==> src/rtl/dmi_host_bridge.sv <==
// Host-command to RISC-V DMI request/response bridge. One transaction is in flight at a time.
// A request-to-response timeout turns a missing DMI response into a busy/timeout host response.
module dmi_host_bridge #(
    parameter int unsigned TIMEOUT_CYCLES = 1024
) (
    input  logic        clk_i,
    input  logic        rst_i,
    input  logic        host_cmd_valid_i,
    output logic        host_cmd_ready_o,
    input  logic        host_cmd_wr_i,
    input  logic [6:0]  host_cmd_addr_i,
    input  logic [31:0] host_cmd_wdata_i,
    output logic        host_rsp_valid_o,
    input  logic        host_rsp_ready_i,
    output logic [31:0] host_rsp_rdata_o,
    output logic [1:0]  host_rsp_status_o,
    output logic        host_rsp_timeout_o,
    output logic        dmi_req_valid_o,
    input  logic        dmi_req_ready_i,
    output logic [1:0]  dmi_req_op_o,
    output logic [6:0]  dmi_req_addr_o,
    output logic [31:0] dmi_req_data_o,
    input  logic        dmi_resp_valid_i,
    output logic        dmi_resp_ready_o,
    input  logic [31:0] dmi_resp_data_i,
    input  logic [1:0]  dmi_resp_resp_i,
    output logic        busy_o
);

    localparam int unsigned CW = (TIMEOUT_CYCLES > 0) ? $clog2(TIMEOUT_CYCLES + 1) : 1;
    localparam logic [CW-1:0] CNT_MAX = CW'(TIMEOUT_CYCLES);

    localparam logic [1:0] OP_NOP   = 2'd0;
    localparam logic [1:0] OP_READ  = 2'd1;
    localparam logic [1:0] OP_WRITE = 2'd2;
    localparam logic [1:0] ST_BUSY  = 2'd3;

    typedef enum logic [1:0] {
        S_IDLE,
        S_REQ,
        S_RESP,
        S_HOST
    } state_e;

    state_e        state_q, state_d;
    logic          wr_q, wr_d;
    logic [6:0]    addr_q, addr_d;
    logic [31:0]   wdata_q, wdata_d;
    logic [31:0]   rdata_q, rdata_d;
    logic [1:0]    status_q, status_d;
    logic          tmo_q, tmo_d;
    logic [CW-1:0] cnt_q, cnt_d;
    logic          expired;
    logic [CW-1:0] cnt_inc;

    assign expired = (TIMEOUT_CYCLES != 0) && (cnt_q == CNT_MAX);
    // Saturate at the limit so a long stall can never wrap back into range.
    assign cnt_inc = (cnt_q == CNT_MAX) ? cnt_q : cnt_q + 1'b1;

    always_comb begin
        state_d  = state_q;
        wr_d     = wr_q;
        addr_d   = addr_q;
        wdata_d  = wdata_q;
        rdata_d  = rdata_q;
        status_d = status_q;
        tmo_d    = tmo_q;
        cnt_d    = cnt_q;
        case (state_q)
            S_IDLE: begin
                if (host_cmd_valid_i) begin
                    wr_d    = host_cmd_wr_i;
                    addr_d  = host_cmd_addr_i;
                    wdata_d = host_cmd_wdata_i;
                    cnt_d   = '0;
                    state_d = S_REQ;
                end
            end
            S_REQ: begin
                cnt_d = cnt_inc;
                if (dmi_req_ready_i) begin
                    state_d = S_RESP;
                end else if (expired) begin
                    rdata_d  = '0;
                    status_d = ST_BUSY;
                    tmo_d    = 1'b1;
                    state_d  = S_HOST;
                end
            end
            S_RESP: begin
                cnt_d = cnt_inc;
                // A response arriving on the expiry cycle still counts as a normal completion.
                if (dmi_resp_valid_i) begin
                    rdata_d  = dmi_resp_data_i;
                    status_d = dmi_resp_resp_i;
                    tmo_d    = 1'b0;
                    state_d  = S_HOST;
                end else if (expired) begin
                    rdata_d  = '0;
                    status_d = ST_BUSY;
                    tmo_d    = 1'b1;
                    state_d  = S_HOST;
                end
            end
            S_HOST: begin
                if (host_rsp_ready_i) begin
                    state_d = S_IDLE;
                end
            end
            default: state_d = S_IDLE;
        endcase
    end

    always_ff @(posedge clk_i) begin
        if (rst_i) begin
            state_q  <= S_IDLE;
            wr_q     <= 1'b0;
            addr_q   <= '0;
            wdata_q  <= '0;
            rdata_q  <= '0;
            status_q <= '0;
            tmo_q    <= 1'b0;
            cnt_q    <= '0;
        end else begin
            state_q  <= state_d;
            wr_q     <= wr_d;
            addr_q   <= addr_d;
            wdata_q  <= wdata_d;
            rdata_q  <= rdata_d;
            status_q <= status_d;
            tmo_q    <= tmo_d;
            cnt_q    <= cnt_d;
        end
    end

    assign host_cmd_ready_o   = (state_q == S_IDLE);
    assign busy_o             = (state_q != S_IDLE);
    assign dmi_req_valid_o    = (state_q == S_REQ);
    assign dmi_req_op_o       = (state_q == S_REQ) ? (wr_q ? OP_WRITE : OP_READ) : OP_NOP;
    assign dmi_req_addr_o     = addr_q;
    assign dmi_req_data_o     = wdata_q;
    // Ready in IDLE too, so late responses to timed-out or reset-aborted requests are drained.
    assign dmi_resp_ready_o   = (state_q == S_IDLE) || (state_q == S_RESP);
    assign host_rsp_valid_o   = (state_q == S_HOST);
    assign host_rsp_rdata_o   = rdata_q;
    assign host_rsp_status_o  = status_q;
    assign host_rsp_timeout_o = tmo_q;

endmodule

==> config.mk <==
export PLATFORM = sky130hd
export DESIGN_NAME = dmi_host_bridge
export DESIGN_NICKNAME = d
export VERILOG_FILES = /design/src/rtl/dmi_host_bridge.sv
export SDC_FILE = /design/constraint.sdc
export NUM_CORES = 1
export LEC_CHECK = 0
export CORE_MARGIN = 4
export CORE_UTILIZATION = 41
export CTS_CLUSTER_DIAMETER = 80
export CTS_CLUSTER_SIZE = 25
export DETAILED_ROUTE_END_ITERATION = 6
export PLACE_DENSITY = 0.9
export SETUP_SLACK_MARGIN = 0.4
export SLEW_MARGIN = 20
export SYNTH_ARGS = -nofsm -noshare
export SYNTH_HDL_FRONTEND = slang
export SYNTH_SLANG_ARGS = --single-unit
==> constraint.sdc <==
create_clock -name clk_i -period 2.2 [get_ports clk_i]
set_input_delay 0.22 -clock clk_i [delete_from_list [all_inputs] [get_ports clk_i]]
set_output_delay 0.22 -clock clk_i [all_outputs]
set_load 0.05 [all_outputs]
# ---- Yosys cells after proc, flatten, opt, wreduce, memory -nomap -nowiden
# Index checks and enable logic that the tools add are counted.
dict set report totals {
  regBits 88
  inputBits 80
  output_inout_bits 81
  word_cells 50
}
dict set report op_classes {
  n_addsub 1
  n_eq_ne 8
  mux 23
  n_reduce_logical 10
}
# cell n
set ops {}
lappend ops {{two-way mux 32 bit} 3}
lappend ops {{case mux 32 bit (2 select lines)} 1}
lappend ops {{two-way mux 11 bit} 2}
lappend ops {{case mux 11 bit (2 select lines)} 1}
lappend ops {{two-way mux 2 bit} 10}
lappend ops {{adder 11 x 1 -> 11 bit (second input constant)} 1}
lappend ops {{equality test 11 bit (second input constant)} 1}
lappend ops {{case mux 2 bit (4 select lines)} 1}
lappend ops {{!= test 2 bit (second input constant)} 3}
lappend ops {{AND reduction 2 bit} 3}
lappend ops {{nonzero test 2 bit} 3}
lappend ops {{equality test 2 bit (second input constant)} 2}
lappend ops {{case mux 2 bit (2 select lines)} 1}
lappend ops {{two-way mux 1 bit} 3}
lappend ops {{AND reduction 3 bit} 1}
lappend ops {{equality test 2 x 1 -> 1 bit (second input constant)} 1}
lappend ops {{zero test 2 bit} 1}
lappend ops {{!= test 2 x 1 -> 1 bit (second input constant)} 1}
lappend ops {{case mux 1 bit (2 select lines)} 1}
lappend ops {{OR reduction 2 bit} 1}
lappend ops {{logical OR 1 bit} 1}

# ---- Depth between registers and ports, before layout
dict set report logic_depth {
  word_depth 4
  mapped_depth 8
  depth_no_buf 6
}

# ---- Least setup slack after synthesis
# No wires, ideal clock.
dict set report synth_timing {
  path_kind {register to output}
  startpoint {register state_q[1]}
  endpoint {output dmi_req_op_o[0]}
  t_arrival_ps 1761
  required_time_ps 1980
  path_slack_ps 219
  path_stages_with_launch 4
  n_path_buf 0
  path_cell_list {dfxtp_1 > inv_1 > ha_1 > nor2b_1}
}
dict set report synth_between {
  elab_chain_cells 2
}
# item line
set synth_rtl {}
lappend synth_rtl {{from (decl)} 45} ;# state_e state_q, state_d;
lappend synth_rtl {{from (signal assigned)} 125} ;# state_q <= state_d;
lappend synth_rtl {{equality test 2 x 1 -> 1 bit} --}
lappend synth_rtl {{net dmi_req_valid_o} 18} ;# output logic dmi_req_valid_o,
lappend synth_rtl {{two-way mux 2 bit} 139} ;# assign dmi_req_op_o = (state_q == S_REQ) ? (wr_q ? OP_WRITE : OP_READ) : OP_NOP;
lappend synth_rtl {{to (decl)} 20} ;# output logic [1:0] dmi_req_op_o,
# The timed path passes the listed nets, and every way through them passes these cells.

# ---- Final worst setup path
dict set report layout_timing {
  startpoint {register state_q[0]}
  endpoint {output dmi_resp_ready_o}
}
dict set report layout_between {
  elab_chain_cells 2
  elab_cells_between_ends 3
  cone_classes {eq/ne: 1; reduce/logical: 2}
}
# item line
set layout_rtl {}
lappend layout_rtl {{equality test 2 bit / zero test 2 bit (equally long branches)} 143} ;# assign dmi_resp_ready_o = (state_q == S_IDLE) || (state_q == S_RESP);
lappend layout_rtl {{logical OR 1 bit *} 143}
lappend layout_rtl {{to (decl)} 24} ;# output logic dmi_resp_ready_o,
# Every way passes the cells marked *; elsewhere a longest branch is shown, timed or not.

==> flow_summary.ini <==
[outcome]
status = complete, no violations

[logic_synthesis]
async_reset_ff_share_pct = 0
synth_cell_type_count = 42
synth-edff-count = 0
syn-instance-count = 423
syn_nets = 509
synth_seq_cells = 88
syn_area_um2 = 3440
synth_top_flop_cell = dfxtp_1
yosysSeqAreaShare_pct = 51.2
avgSynthCellArea_um2 = 8.13
yosysWarningCount = 0

[sta]
tns_ns = 0
timing.slew.headroom_pct = 64.0
setup_viol = 0
finalHoldViolations = 0
max_freq_ghz = 0.560
post-route-period-util_pct = 81.1
period_minus_slack_ns = 1.78
rsz0062_at_grt = true
worst_pin_slew_ns = 0.539
clock_skew_ns = 0.0130
drv_slew = 0

[placed_design]
placed_cell_area_um2 = 5080
dp_hpwl_um = 7100
place_congestion = 0.831
dp_cells = 668
io_buffers = 160

[die]
die_width_um = 99.6
core_um2 = 8180
die_area_um2 = 9920
chipHeight_um = 99.6
initial_utilization_pct = 42.1
io_pins = 161
num_rows = 33

[cells_and_area]
diodes = 0
drive_gt1_share_pct = 9.12
fin_cells = 686
nets = 662
fin_area_um2 = 5360
nFillCells = 664
area_growth_pct = 55.6

[cts]
clock_latency_ns = 0.35
clk_path_buf_depth = 2
path_clk_slew_ns = 0.09
cts.sinks = 88
cts_setup_buffers = 0
h-tree-depth = 3
cts_made_buffers = 9
cts_tree = built
ctsRootBufferMaster = clkbuf_8

[routing]
met3_length_um = 955
vias_per_cell = 4.94
top_layer = met4
met1_length_um = 4000
detail-route-antenna-nets = 0
wl_per_cell_um = 14.6
wl_um = 10000
first_iter_violations = 77
drcViolationCount = 0
wl_met2_um = 4940
num_vias = 3391
drt_pass1_iterations = 4

[global_route]
overflow = 0
grt_first_pass_wirelength_um = 15800
grt_max_degree = 41
antenna_found_initial = 0
first_global_vias = 3432
grt_usage_pct = 19.7

[pwr]
p_leak_nw = 1.92
pwr-share-comb_pct = 32.1
vdd_ir_drop_max_uv = 586
swShare_pct = 34.7
p_switching_mw = 1.51
seqPwrFrac_pct = 40.6
p_per_area_nw_per_um2 = 814
clkPwrFrac_pct = 27.3
p_int_mw = 2.85

[critical_path]
path_buf_inv = 2
end_kind = output port
path_class = register to output port
cp-start-kind = register
crit_slowest_cell = dfxtp_2
cp_max_fo = 6
required_ns = 1.98
critPathMaxStageDelay_ns = 0.37
worst_ep_arrival_time_ns = 1.56
worst-r2r-setup-slack_ns = 0.45
crit_family = flip-flops
crit_chain = inv_1 > ha_2 > or2_2 > buf_2

[hold_path]
hold_class = input pin to register

[run]
maxCapViolCount = 0
logic make-up (layout without fill, tap and decap cells):
kind of cell | Yosys count | count (layout) | share of synthesized area, %
and+or+nand+nor | 191 | 192 | 23.2
AOI/OAI and AO/OA | 96 | 97 | 16.0
DFF | 88 | 88 | 51.2
buffers and inverters | 33 | 189 | 4.84
xor gates and xnor gates | 7 | 7 | 1.78
adders and majority gates | 6 | 6 | 2.18
muxes | 2 | 2 | 0.727
flip-flops by register name (all words and copies together), names as in the netlist:
register            count
dmi_req_data_o         32
state_q                 2
host_rsp_status_o       2
host_rsp_rdata_o       32
wr_q                    1
host_rsp_timeout_o      1
dmi_req_addr_o          7
cnt_q                  11
layout make-up:
class | instances | area (um2) | share of cell area (%)
repair buffers | 166 | 1630 | 30.5
multi-input cells | 304 | 1590 | 29.6
clock inverters | 5 | 81.3 | 1.52
clock buffers | 11 | 131 | 2.45
well taps | 105 | 131 | 2.45
inverters | 7 | 26.3 | 0.491
flip-flops and latches | 88 | 1760 | 32.9
path summary, 6_finish.rpt:
path | cells past startpoint | endpoint | startpoint
worst max-delay path | 4 | dmi_resp_ready_o | state_q[0]
worst max register to register | 6 | cnt_q[10] | state_q[1]
worst min register to register | 2 | dmi_req_addr_o[2] | dmi_req_addr_o[2]
worst min-delay path | 2 | dmi_req_data_o[26] | rst_i
metal layers:
metal,global-route usage [%],vias to the layer above
met1,20.9,1547
met2,35.0,125
li1,-,1707
met3,8.27,12
met5,0,-
met4,6.62,0
cell usage after synthesis, drive strengths merged (2+ instances only):
cell type | count | share of area [%]
a21oi | 79 | 12
a31oi | 4 | 0.73
and2 | 2 | 0.36
and3 | 2 | 0.40
buf | 11 | 2.4
clkbuf | 15 | 1.6
dfxtp | 88 | 51
ha | 6 | 2.2
inv | 7 | 0.76
nand2 | 156 | 17
nand3 | 5 | 0.73
nand4 | 6 | 1.1
nor2 | 8 | 0.87
nor3 | 2 | 0.29
nor4 | 3 | 0.73
o21a | 3 | 0.65
o21ai | 2 | 0.29
xnor2 | 3 | 0.76
xor2 | 4 | 1.0
power by group through the flow:
stage	Clock (mW)	Combinational [mW]	Sequential [mW]
after floorplan	0	0.569	2.12
after global placement	0	1.35	1.80
after detailed placement	0	1.37	1.81
after CTS	1.22	1.40	1.77
after global routing	1.29	1.48	1.79
final	1.19	1.40	1.77
cell usage in the layout, fill, tap and decap left out, types with 3 or more instances in the layout:
cell type	n
clkdlybuf4s50_1	150
ha_1	3
xor2_1	4
a21oi_1	72
a31oi_1	4
buf_2	4
nor2_1	8
clkbuf_8	9
inv_1	7
xnor2_1	3
nand3_1	5
buf_4	6
nand4_1	6
o21a_1	3
nand2_1	154
a21oi_2	7
dfxtp_1	86
through the flow:
step | hold WS [ns] | util (%) | setup WS, ns | total power, mW
finish | 0.304 | 65.5 | 0.415 | 4.36
global route | 0.309 | 65.5 | 0.353 | 4.56
CTS | 0.290 | 65.0 | 0.240 | 4.39
detailed placement | 0.446 | 62.1 | 0.233 | 3.17
global placement | 0.440 | 62.1 | 0.270 | 3.14
floorplan | 0.353 | - | 0.373 | 2.69
timing repair:
item | in CTS | in global routing
setup endpoints to repair | 38 | 42
hold buffers | 0 | 0
gates resized for setup | 20 | 15
cloned | 1 | 1
pin swaps | 1 | 1
Note: power is estimated with default switching activity, not from simulation.
